<file path="src/rtl/rf_pkg.sv">
// Defaults shared by the register file and the decode/writeback stages that size against it.
package rf_pkg;

    localparam int unsigned RfDataW = 19;
    localparam int unsigned RfDepth = 8;

    // Address width for a given depth; at least one bit so the ports never collapse to zero width.
    function automatic int unsigned rf_addr_w(input int unsigned depth);
        return (depth > 1) ? $clog2(depth) : 1;
    endfunction

endpackage

</file>
<file path="src/rtl/rf_scoreboard.sv">
// Per-register busy tracking: reserve on issue, clear on writeback, flush on squash.
module rf_scoreboard import rf_pkg::*; #(
    parameter int unsigned DEPTH    = RfDepth,
    parameter bit          ZERO_REG = 1'b0,
    localparam int unsigned ADDR_W  = rf_addr_w(DEPTH)
) (
    input  logic              clk_i,
    input  logic              reset_i,
    input  logic              wr_en_i,
    input  logic [ADDR_W-1:0] wr_addr_i,
    input  logic              rsv_en_i,
    input  logic [ADDR_W-1:0] rsv_addr_i,
    input  logic              flush_i,
    output logic [DEPTH-1:0]  busy_o,
    output logic              rsv_ok_o,
    output logic [ADDR_W:0]   busy_count_o
);

    logic [DEPTH-1:0] busy_q;
    logic [DEPTH-1:0] busy_d;
    logic [ADDR_W:0]  count_q;
    logic [ADDR_W:0]  count_d;
    logic             rsv_free;
    logic             rsv_zero;

    // A register being written back this cycle can be handed straight to the next producer.
    assign rsv_free = ~busy_q[rsv_addr_i] | (wr_en_i & (wr_addr_i == rsv_addr_i));
    assign rsv_zero = ZERO_REG & (rsv_addr_i == '0);
    assign rsv_ok_o = rsv_en_i & ~flush_i & rsv_free & ~rsv_zero;

    always_comb begin
        busy_d = busy_q;
        if (flush_i) begin
            busy_d = '0;
        end else begin
            if (wr_en_i) begin
                busy_d[wr_addr_i] = 1'b0;
            end
            if (rsv_ok_o) begin
                busy_d[rsv_addr_i] = 1'b1;
            end
        end
        if (ZERO_REG) begin
            busy_d[0] = 1'b0;
        end
    end

    always_comb begin
        count_d = '0;
        for (int i = 0; i < int'(DEPTH); i++) begin
            count_d = count_d + {{ADDR_W{1'b0}}, busy_d[i]};
        end
    end

    always_ff @(posedge clk_i or posedge reset_i) begin
        if (reset_i) begin
            busy_q  <= '0;
            count_q <= '0;
        end else begin
            busy_q  <= busy_d;
            count_q <= count_d;
        end
    end

    assign busy_o       = busy_q;
    assign busy_count_o = count_q;

endmodule

</file>
<file path="src/rtl/regfile_scoreboard.sv">
// Two-read/one-write register file with optional write-through bypass, optional zero register,
// and a busy scoreboard linking decode-time reservations to writeback.
module regfile_scoreboard import rf_pkg::*; #(
    parameter int unsigned DATA_W    = RfDataW,
    parameter int unsigned DEPTH     = RfDepth,
    parameter bit          WR_BYPASS = 1'b1,
    parameter bit          ZERO_REG  = 1'b0,
    localparam int unsigned ADDR_W   = rf_addr_w(DEPTH)
) (
    input  logic              clk_i,
    input  logic              reset_i,
    input  logic [ADDR_W-1:0] rd_addr1_i,
    input  logic [ADDR_W-1:0] rd_addr2_i,
    output logic [DATA_W-1:0] rd_data1_o,
    output logic [DATA_W-1:0] rd_data2_o,
    output logic              rd_busy1_o,
    output logic              rd_busy2_o,
    input  logic              wr_en_i,
    input  logic [ADDR_W-1:0] wr_addr_i,
    input  logic [DATA_W-1:0] wr_data_i,
    input  logic              rsv_en_i,
    input  logic [ADDR_W-1:0] rsv_addr_i,
    output logic              rsv_ok_o,
    input  logic              flush_i,
    output logic [ADDR_W:0]   busy_count_o
);

    logic [DATA_W-1:0] mem_q [DEPTH];
    logic [DATA_W-1:0] mem_d [DEPTH];
    logic [DEPTH-1:0]  busy;
    logic              rsv_ok;
    logic              wr_take;

    logic [ADDR_W-1:0] rd_addr [2];
    logic [DATA_W-1:0] rd_data [2];
    logic              rd_busy [2];

    rf_scoreboard #(
        .DEPTH    (DEPTH),
        .ZERO_REG (ZERO_REG)
    ) u_scoreboard (
        .clk_i        (clk_i),
        .reset_i      (reset_i),
        .wr_en_i      (wr_en_i),
        .wr_addr_i    (wr_addr_i),
        .rsv_en_i     (rsv_en_i),
        .rsv_addr_i   (rsv_addr_i),
        .flush_i      (flush_i),
        .busy_o       (busy),
        .rsv_ok_o     (rsv_ok),
        .busy_count_o (busy_count_o)
    );

    assign rsv_ok_o = rsv_ok;
    assign wr_take  = wr_en_i & ~(ZERO_REG & (wr_addr_i == '0));

    always_comb begin
        mem_d = mem_q;
        if (wr_take) begin
            mem_d[wr_addr_i] = wr_data_i;
        end
    end

    always_ff @(posedge clk_i or posedge reset_i) begin
        if (reset_i) begin
            for (int i = 0; i < int'(DEPTH); i++) begin
                mem_q[i] <= '0;
            end
        end else begin
            mem_q <= mem_d;
        end
    end

    assign rd_addr[0] = rd_addr1_i;
    assign rd_addr[1] = rd_addr2_i;

    // Bypassed reads see the incoming value, so they are only busy if a new producer claims it now.
    always_comb begin
        for (int p = 0; p < 2; p++) begin
            rd_data[p] = mem_q[rd_addr[p]];
            rd_busy[p] = busy[rd_addr[p]];
            if (WR_BYPASS && wr_take && (rd_addr[p] == wr_addr_i)) begin
                rd_data[p] = wr_data_i;
                rd_busy[p] = rsv_ok & (rsv_addr_i == wr_addr_i);
            end
            if (ZERO_REG && (rd_addr[p] == '0)) begin
                rd_data[p] = '0;
                rd_busy[p] = 1'b0;
            end
        end
    end

    assign rd_data1_o = rd_data[0];
    assign rd_data2_o = rd_data[1];
    assign rd_busy1_o = rd_busy[0];
    assign rd_busy2_o = rd_busy[1];

endmodule

</file>
<file path="config.mk">
export PLATFORM = sky130hd
export DESIGN_NAME = regfile_scoreboard
export DESIGN_NICKNAME = d
export VERILOG_FILES = /design/src/rtl/rf_pkg.sv /design/src/rtl/rf_scoreboard.sv /design/src/rtl/regfile_scoreboard.sv
export SDC_FILE = /design/constraint.sdc
export NUM_CORES = 1
export LEC_CHECK = 0
export ABC_AREA = 0
export BUFFER_PORTS_ARGS = -buffer_cell sky130_fd_sc_hd__buf_2
export CORE_ASPECT_RATIO = 1.2
export CORE_MARGIN = 8
export CORE_UTILIZATION = 30
export CTS_BUF_LIST = sky130_fd_sc_hd__clkbuf_2
export CTS_CLUSTER_SIZE = 24
export DETAILED_ROUTE_END_ITERATION = 8
export SETUP_SLACK_MARGIN = 0.1
export SLEW_MARGIN = 20
export SYNTH_ARGS = -nofsm -noshare
export SYNTH_HDL_FRONTEND = slang
export SYNTH_SLANG_ARGS = --single-unit
</file>
<file path="constraint.sdc">
create_clock -name clk_i -period 5.7 [get_ports clk_i]
set_input_delay 0.57 -clock clk_i [delete_from_list [all_inputs] [get_ports clk_i]]
set_output_delay 0.57 -clock clk_i [all_outputs]
set_load 0.05 [all_outputs]
</file>
# After elaboration in Yosys (flattened, before gate mapping)
# Cells that the tools add are included.
# Widths: inputs -> output; s select.
# classes
add_sub_neg	7
magnitude_cmp	10
n_eq_ne	4
n_mux	27
bitwise	13
n_reduce_logical	5
# ops
operator	count
$bwmux 152	1
$mux 19	7
$bmux 19 s3	2
$demux 19 s3	1
$mux 8	4
$add 4x1->4	6
$lt 3x4->1 const B	4
$eq 3x3->1	4
$ge 4x4->1 const B	3
$not 3->4	3
$bmux 1 s3	3
$and 8x8->8	1
$not 8->8	1
$or 8x8->8	1
$mux 1	7
$demux 1 s3	2
$ge 3x1->1 const B	2
$logic_and 1x1->1	5
$and 1x1->1	4
$lt 4x1->1 const B	1
$add 1x1->2	1
$not 1->1	2
$or 1x1->1	1
# totals
register_bits	164
inputBits	36
out_inout_bits	45

# Logic depth before layout (Yosys ltp)
# depth
ltp_word	18
ltp_mapped	15

# Hierarchy
# From an unflattened synthesis, not the netlist that was laid out.
# hier_totals
cells_unflattened	640
area_unflattened_um2	9979.6
# by_module_without_submodules
mod	instances	cells_per_inst	area_per_inst_um2	seq_area_each_um2
regfile_scoreboard	1	551	9110.0	3803.6
rf_scoreboard	1	89	869.6	300.3

# Worst setup path before layout
# OpenSTA, ideal clock, no wires.
# synth_path
kind	in2reg
start	in rsv_addr_i[0]
end	reg u_scoreboard.count_q[1] (netlist: u_scoreboard.busy_count_o[1])
t_arrival_ns	3.847
t_required_ns	5.636
path_slack_ns	1.789
cell_stages	15
n_path_buf	2
path_cell_list	buf_6 -> mux2i_1 -> mux4_2 -> a21oi_2 -> buf_6 -> o32ai_1 -> ha_1 -> inv_1 -> fa_1 -> fa_1 -> inv_1 -> fa_1 -> inv_1 -> fa_1 -> inv_1
# synth_via
elab_chain_len	14
# synth_lines
element	line	source
start: declaration	regfile_scoreboard.sv:22	input logic [ADDR_W-1:0] rsv_addr_i,
$lt 3x4->1 (not written as such) (tied with other cells)	rf_scoreboard.sv:40	busy_d[rsv_addr_i] = 1'b1;
$logic_and 1x1->1 (not written as such) / $mux 1 (equally long branches)	rf_scoreboard.sv:40, rf_scoreboard.sv:27	
$mux 1 (not written as such) / $not 1->1 (equally long branches)	rf_scoreboard.sv:40, rf_scoreboard.sv:27	
$demux 1 s3 / $or 1x1->1 (equally long branches)	--	
$or 8x8->8 (no source line) / $and 1x1->1 (equally long branches)	--	
$mux 8 *	rf_scoreboard.sv:39	if (rsv_ok_o) begin
$mux 8 *	rf_scoreboard.sv:33	if (flush_i) begin
net u_scoreboard.busy_d[1]	rf_scoreboard.sv:20	logic [DEPTH-1:0] busy_d;
$add 1x1->2 *	rf_scoreboard.sv:51	count_d = count_d + {{ADDR_W{1'b0}}, busy_d[i]};
$add 4x1->4 * (6 in a row)	rf_scoreboard.sv:51	
net u_scoreboard.count_d[1]	rf_scoreboard.sv:22	logic [ADDR_W:0] count_d;
end signal: assignment	rf_scoreboard.sv:61	count_q <= count_d;
end: declaration	rf_scoreboard.sv:21	logic [ADDR_W:0] count_q;
# The timed path passes the listed nets; every way through them passes the cells marked *. The select of a mux whose other input is x is not followed.
# A chain may end at the register's enable or synchronous reset.

# Worst setup path after layout
# layout_path
start	reg u_scoreboard.busy_q[5] (netlist: u_scoreboard.busy_o[5])
end	reg u_scoreboard.count_q[1] (netlist: u_scoreboard.busy_count_o[1])
# layout_via
elab_chain_len	14
# layout_lines
element	line	source
start: declaration	rf_scoreboard.sv:19	logic [DEPTH-1:0] busy_q;
start signal: assignment	rf_scoreboard.sv:60	busy_q <= busy_d;
$bmux 1 s3	rf_scoreboard.sv:27	assign rsv_free = ~busy_q[rsv_addr_i] | (wr_en_i & (wr_addr_i == rsv_addr_i));
$mux 1 (not written as such)	rf_scoreboard.sv:27	
$not 1->1	rf_scoreboard.sv:27	
$or 1x1->1	rf_scoreboard.sv:27	
$and 1x1->1	rf_scoreboard.sv:29	assign rsv_ok_o = rsv_en_i & ~flush_i & rsv_free & ~rsv_zero;
$mux 8	rf_scoreboard.sv:39	
$mux 8	rf_scoreboard.sv:33	
net u_scoreboard.busy_d[1]	rf_scoreboard.sv:20	
$add 1x1->2	rf_scoreboard.sv:51	
$add 4x1->4 (6 in a row)	rf_scoreboard.sv:51	
net u_scoreboard.count_d[1]	rf_scoreboard.sv:22	
# The timed path passes the listed nets, and every way through them passes these cells. The select of a mux whose other input is x is not followed.

==> summary.txt <==
GRT
  • Grt total ovfl: 0
  • First-pass GRT wire length: 38300 µm
  • Initial antenna violation count: 1
  • Largest net degree at the start of global routing: 78
  • Vias in the first global route: 6222
  • Gr usage total: 0.135

Synthesis
  • Top post-synthesis cells by area: dfrtp_1 (43%), mux4_2 (19%), mux2_2 (18%)
  • Post-synth EDFFs: 0
  • Syn Nets: 718
  • Yosys top cell by area: dfrtp_1
  • Post-synth top flop: dfrtp_1
  • Yosys Warn Count: 0
  • Library cells used by synthesis: 34
  • Count leader, synth: dfrtp_1
  • Sequential area share after synthesis: 0.435
  • Synth top area share: 0.435
  • Avg Inst Size Synth: 14.0 µm²
  • Post-Syn Instances: 675
  • Post-synth ARST share: 1.00
  • Post-synthesis cell area: 0.00944 mm²
  • Seq cells post-synth: 164
  • Post-synth top cells: dfrtp_1 (164), mux2_2 (152), mux4_2 (81)

Drt
  • ANT nets after route: 0
  • DRC: 0
  • WL/cell: 21.6 µm
  • DRT Wirelength: 24600 µm
  • Vias: 5879
  • DRT Pass-1 Iters: 4
  • Via/cell ratio: 5.18
  • Initial DRC Count: 411

CTS
  • Clk slew on worst S/H paths: 0.29 ns
  • H-tree levels: 4
  • Root buf cell: clkbuf_2
  • Sink Count: 164
  • CTS buffer count: 17
  • CTS tree: yes
  • Max clock buf depth: 2
  • Clock Latency Late Sink: 0.71 ns
  • CTS resizes: 0

Worst setup path
  • Crit Path Max Fanout: 13
  • Worst path cell trace: mux2i_1 > mux4_2 > a21oi_2 > o32ai_1 > ha_1 > inv_1 > fa_1 > fa_1 > inv_1 > fa_1 > inv_1 > fa_1 > inv_1
  • Crit Path Class: reg -> reg
  • Crit path DAT: 4.61 ns
  • Slowest cell delay on critical path: 0.49 ns
  • CP startpoint kind: register
  • CP required: 6.37 ns
  • CP endpoint kind: register
  • CP max stage cell: fa_1

STA
  • Final count of hold timing violations: 0
  • Crit share post-route: 0.690
  • Slew headroom: 0.396
  • Least-Margin Pin Slew: 0.903 ns
  • Final Skew: 0.0156 ns
  • Fin. max-slew vios: 0
  • Tmin final: 3.94 ns
  • Unrepaired setup endpoints after global routing: no
  • # setup viols final: 0
  • Setup tns final: 0 ns
  • Fmax: 254 MHz

Cells and area
  • Share of post-route cells with drive strength above 1: 0.514
  • Final Cell Area: 0.0104 mm²
  • Nets: 760
  • Layout area overhead: 9.79%
  • Filler cells: 3104
  • Final Util: 0.332

Die
  • DIE HEIGHT: 210 µm
  • Rows: 71
  • I/O pins: 81
  • Core area: 0.0312 mm²
  • Initial Utilization: 0.303
  • Die Area: 0.0374 mm²
  • Die W: 178 µm

Min path
  • Worst Hold Class: in -> reg

Placed design
  • Hpwl dp: 15200 µm
  • PortBufs: 80
  • Post-DP Area: 0.0101 mm²
  • Global placer's final weighted congestion: 0.786

Pwr
  • Lkg Pwr: 4.34 nW
  • Power Density: 334 mW/mm²
  • Maximum vdd drop: 186 µV

Run status
  • Outcome: complete, no violations

Flow run
  • Number of max-cap violations: 0
## registers in the layout, summed over array words and instances (netlist names)
register	flops
mem_q	152
u_scoreboard.busy_count_o	4
u_scoreboard.busy_o	8
## worst paths after layout
| check | cells after the start | end | slack [ns] | start |
|---|---|---|---|---|
| max in group asynchronous | 4 | mem_q[136] | 4.36 | reset_i |
| setup / recovery | 13 | u_scoreboard.busy_count_o[1] | 1.76 | u_scoreboard.busy_o[5] |
| min in group asynchronous | 3 | mem_q[72] | 0.34 | reset_i |
| setup reg to reg | 13 | u_scoreboard.busy_count_o[1] | 1.76 | u_scoreboard.busy_o[5] |
| hold / removal | 2 | mem_q[76] | 0.17 | wr_data_i[0] |
| hold reg to reg | 1 | mem_q[15] | 0.56 | mem_q[15] |
## cells by family after synthesis
family / after synthesis / share of synthesized area
buf+inv: 89 / 0.0522
compound gates: 54 / 0.0335
simple gates: 74 / 0.0366
xor+xnor: 10 / 0.00928
fa+ha+maj: 7 / 0.0125
mux: 277 / 0.421
flops: 164 / 0.435
## power by group
group,internal [mW],switching [mW]
Sequential,1.40,0.160
Clock,0.258,0.452
Combinational,0.541,0.650
## layout make-up
| cell class | count | area [µm²] | share of cell area |
|---|---|---|---|
| clock buffer | 17 | 85.1 | 0.00821 |
| tap | 401 | 502 | 0.0484 |
| antenna | 6 | 15.0 | 0.00145 |
| clock inverter | 14 | 189 | 0.0182 |
| inverter | 12 | 50.0 | 0.00483 |
| multi-input combinational | 422 | 4860 | 0.469 |
| timing repair buffer | 100 | 557 | 0.0537 |
| sequential | 164 | 4100 | 0.396 |
## critical path, delay by kind of cell (launching register included)
kind,cells,cell delay (ns)
compound gates,2,0.63
fa+ha+maj,5,2.02
buf+inv,4,0.26
flops,1,0.45
mux,2,0.56
## layout by cell type (no fill, tap or decap), types with 2 or more instances in the layout
| cell | n |
|---|---|
| dfrtp_1 | 164 |
| mux2_2 | 152 |
| mux4_2 | 81 |
| buf_2 | 80 |
| mux2i_1 | 44 |
| nor2_1 | 42 |
| a21oi_1 | 41 |
| buf_4 | 18 |
| clkbuf_2 | 17 |
| inv_1 | 11 |
| nand2_1 | 7 |
| xnor2_1 | 7 |
| diode_2 | 6 |
| nand4_1 | 5 |
| inv_6 | 5 |
| o22ai_1 | 4 |
| nand3_1 | 4 |
| o32ai_1 | 4 |
| fa_1 | 4 |
| nand4b_1 | 3 |
| xor2_1 | 3 |
| ha_1 | 3 |
| inv_8 | 3 |
| bufinv_16 | 3 |
| nor3_2 | 2 |
| nand2b_1 | 2 |
| nor3b_2 | 2 |
| nor3_1 | 2 |
| and2b_2 | 2 |
| nor2b_1 | 2 |
| o32a_2 | 2 |
| o22a_2 | 2 |
| clkinv_4 | 2 |
## stage by stage
step | setup WS [ns] | std cells | hold WS (ns) | total power [mW]
2_1_floorplan | 0.697 | 675 | 0.491 | 2.52
3_3_place_gp | 1.43 | 1098 | 0.501 | 2.76
3_5_place_dp | 1.38 | 1098 | 0.510 | 2.79
4_1_cts | 1.77 | 1130 | 0.0831 | 3.51
5_1_grt | 1.63 | 1135 | 0.105 | 3.66
6_report | 1.76 | 1136 | 0.172 | 3.47
## layer usage
metal / wire length [µm] / global-route usage / vias up
li1: - / - / 2625
met1: 10500 / 0.175 / 3101
met2: 12400 / 0.229 / 134
met3: 1270 / 0.0227 / 19
met4: 373 / 0.0377 / 0
met5: 0 / 0 / -
## what timing repair did
action,in CTS,in global routing
setup endpoints to repair,0,0
setup buffers,0,0
hold endpoints to repair,33,0
hold buffers,1,0
(Power assumes the default switching activity.)
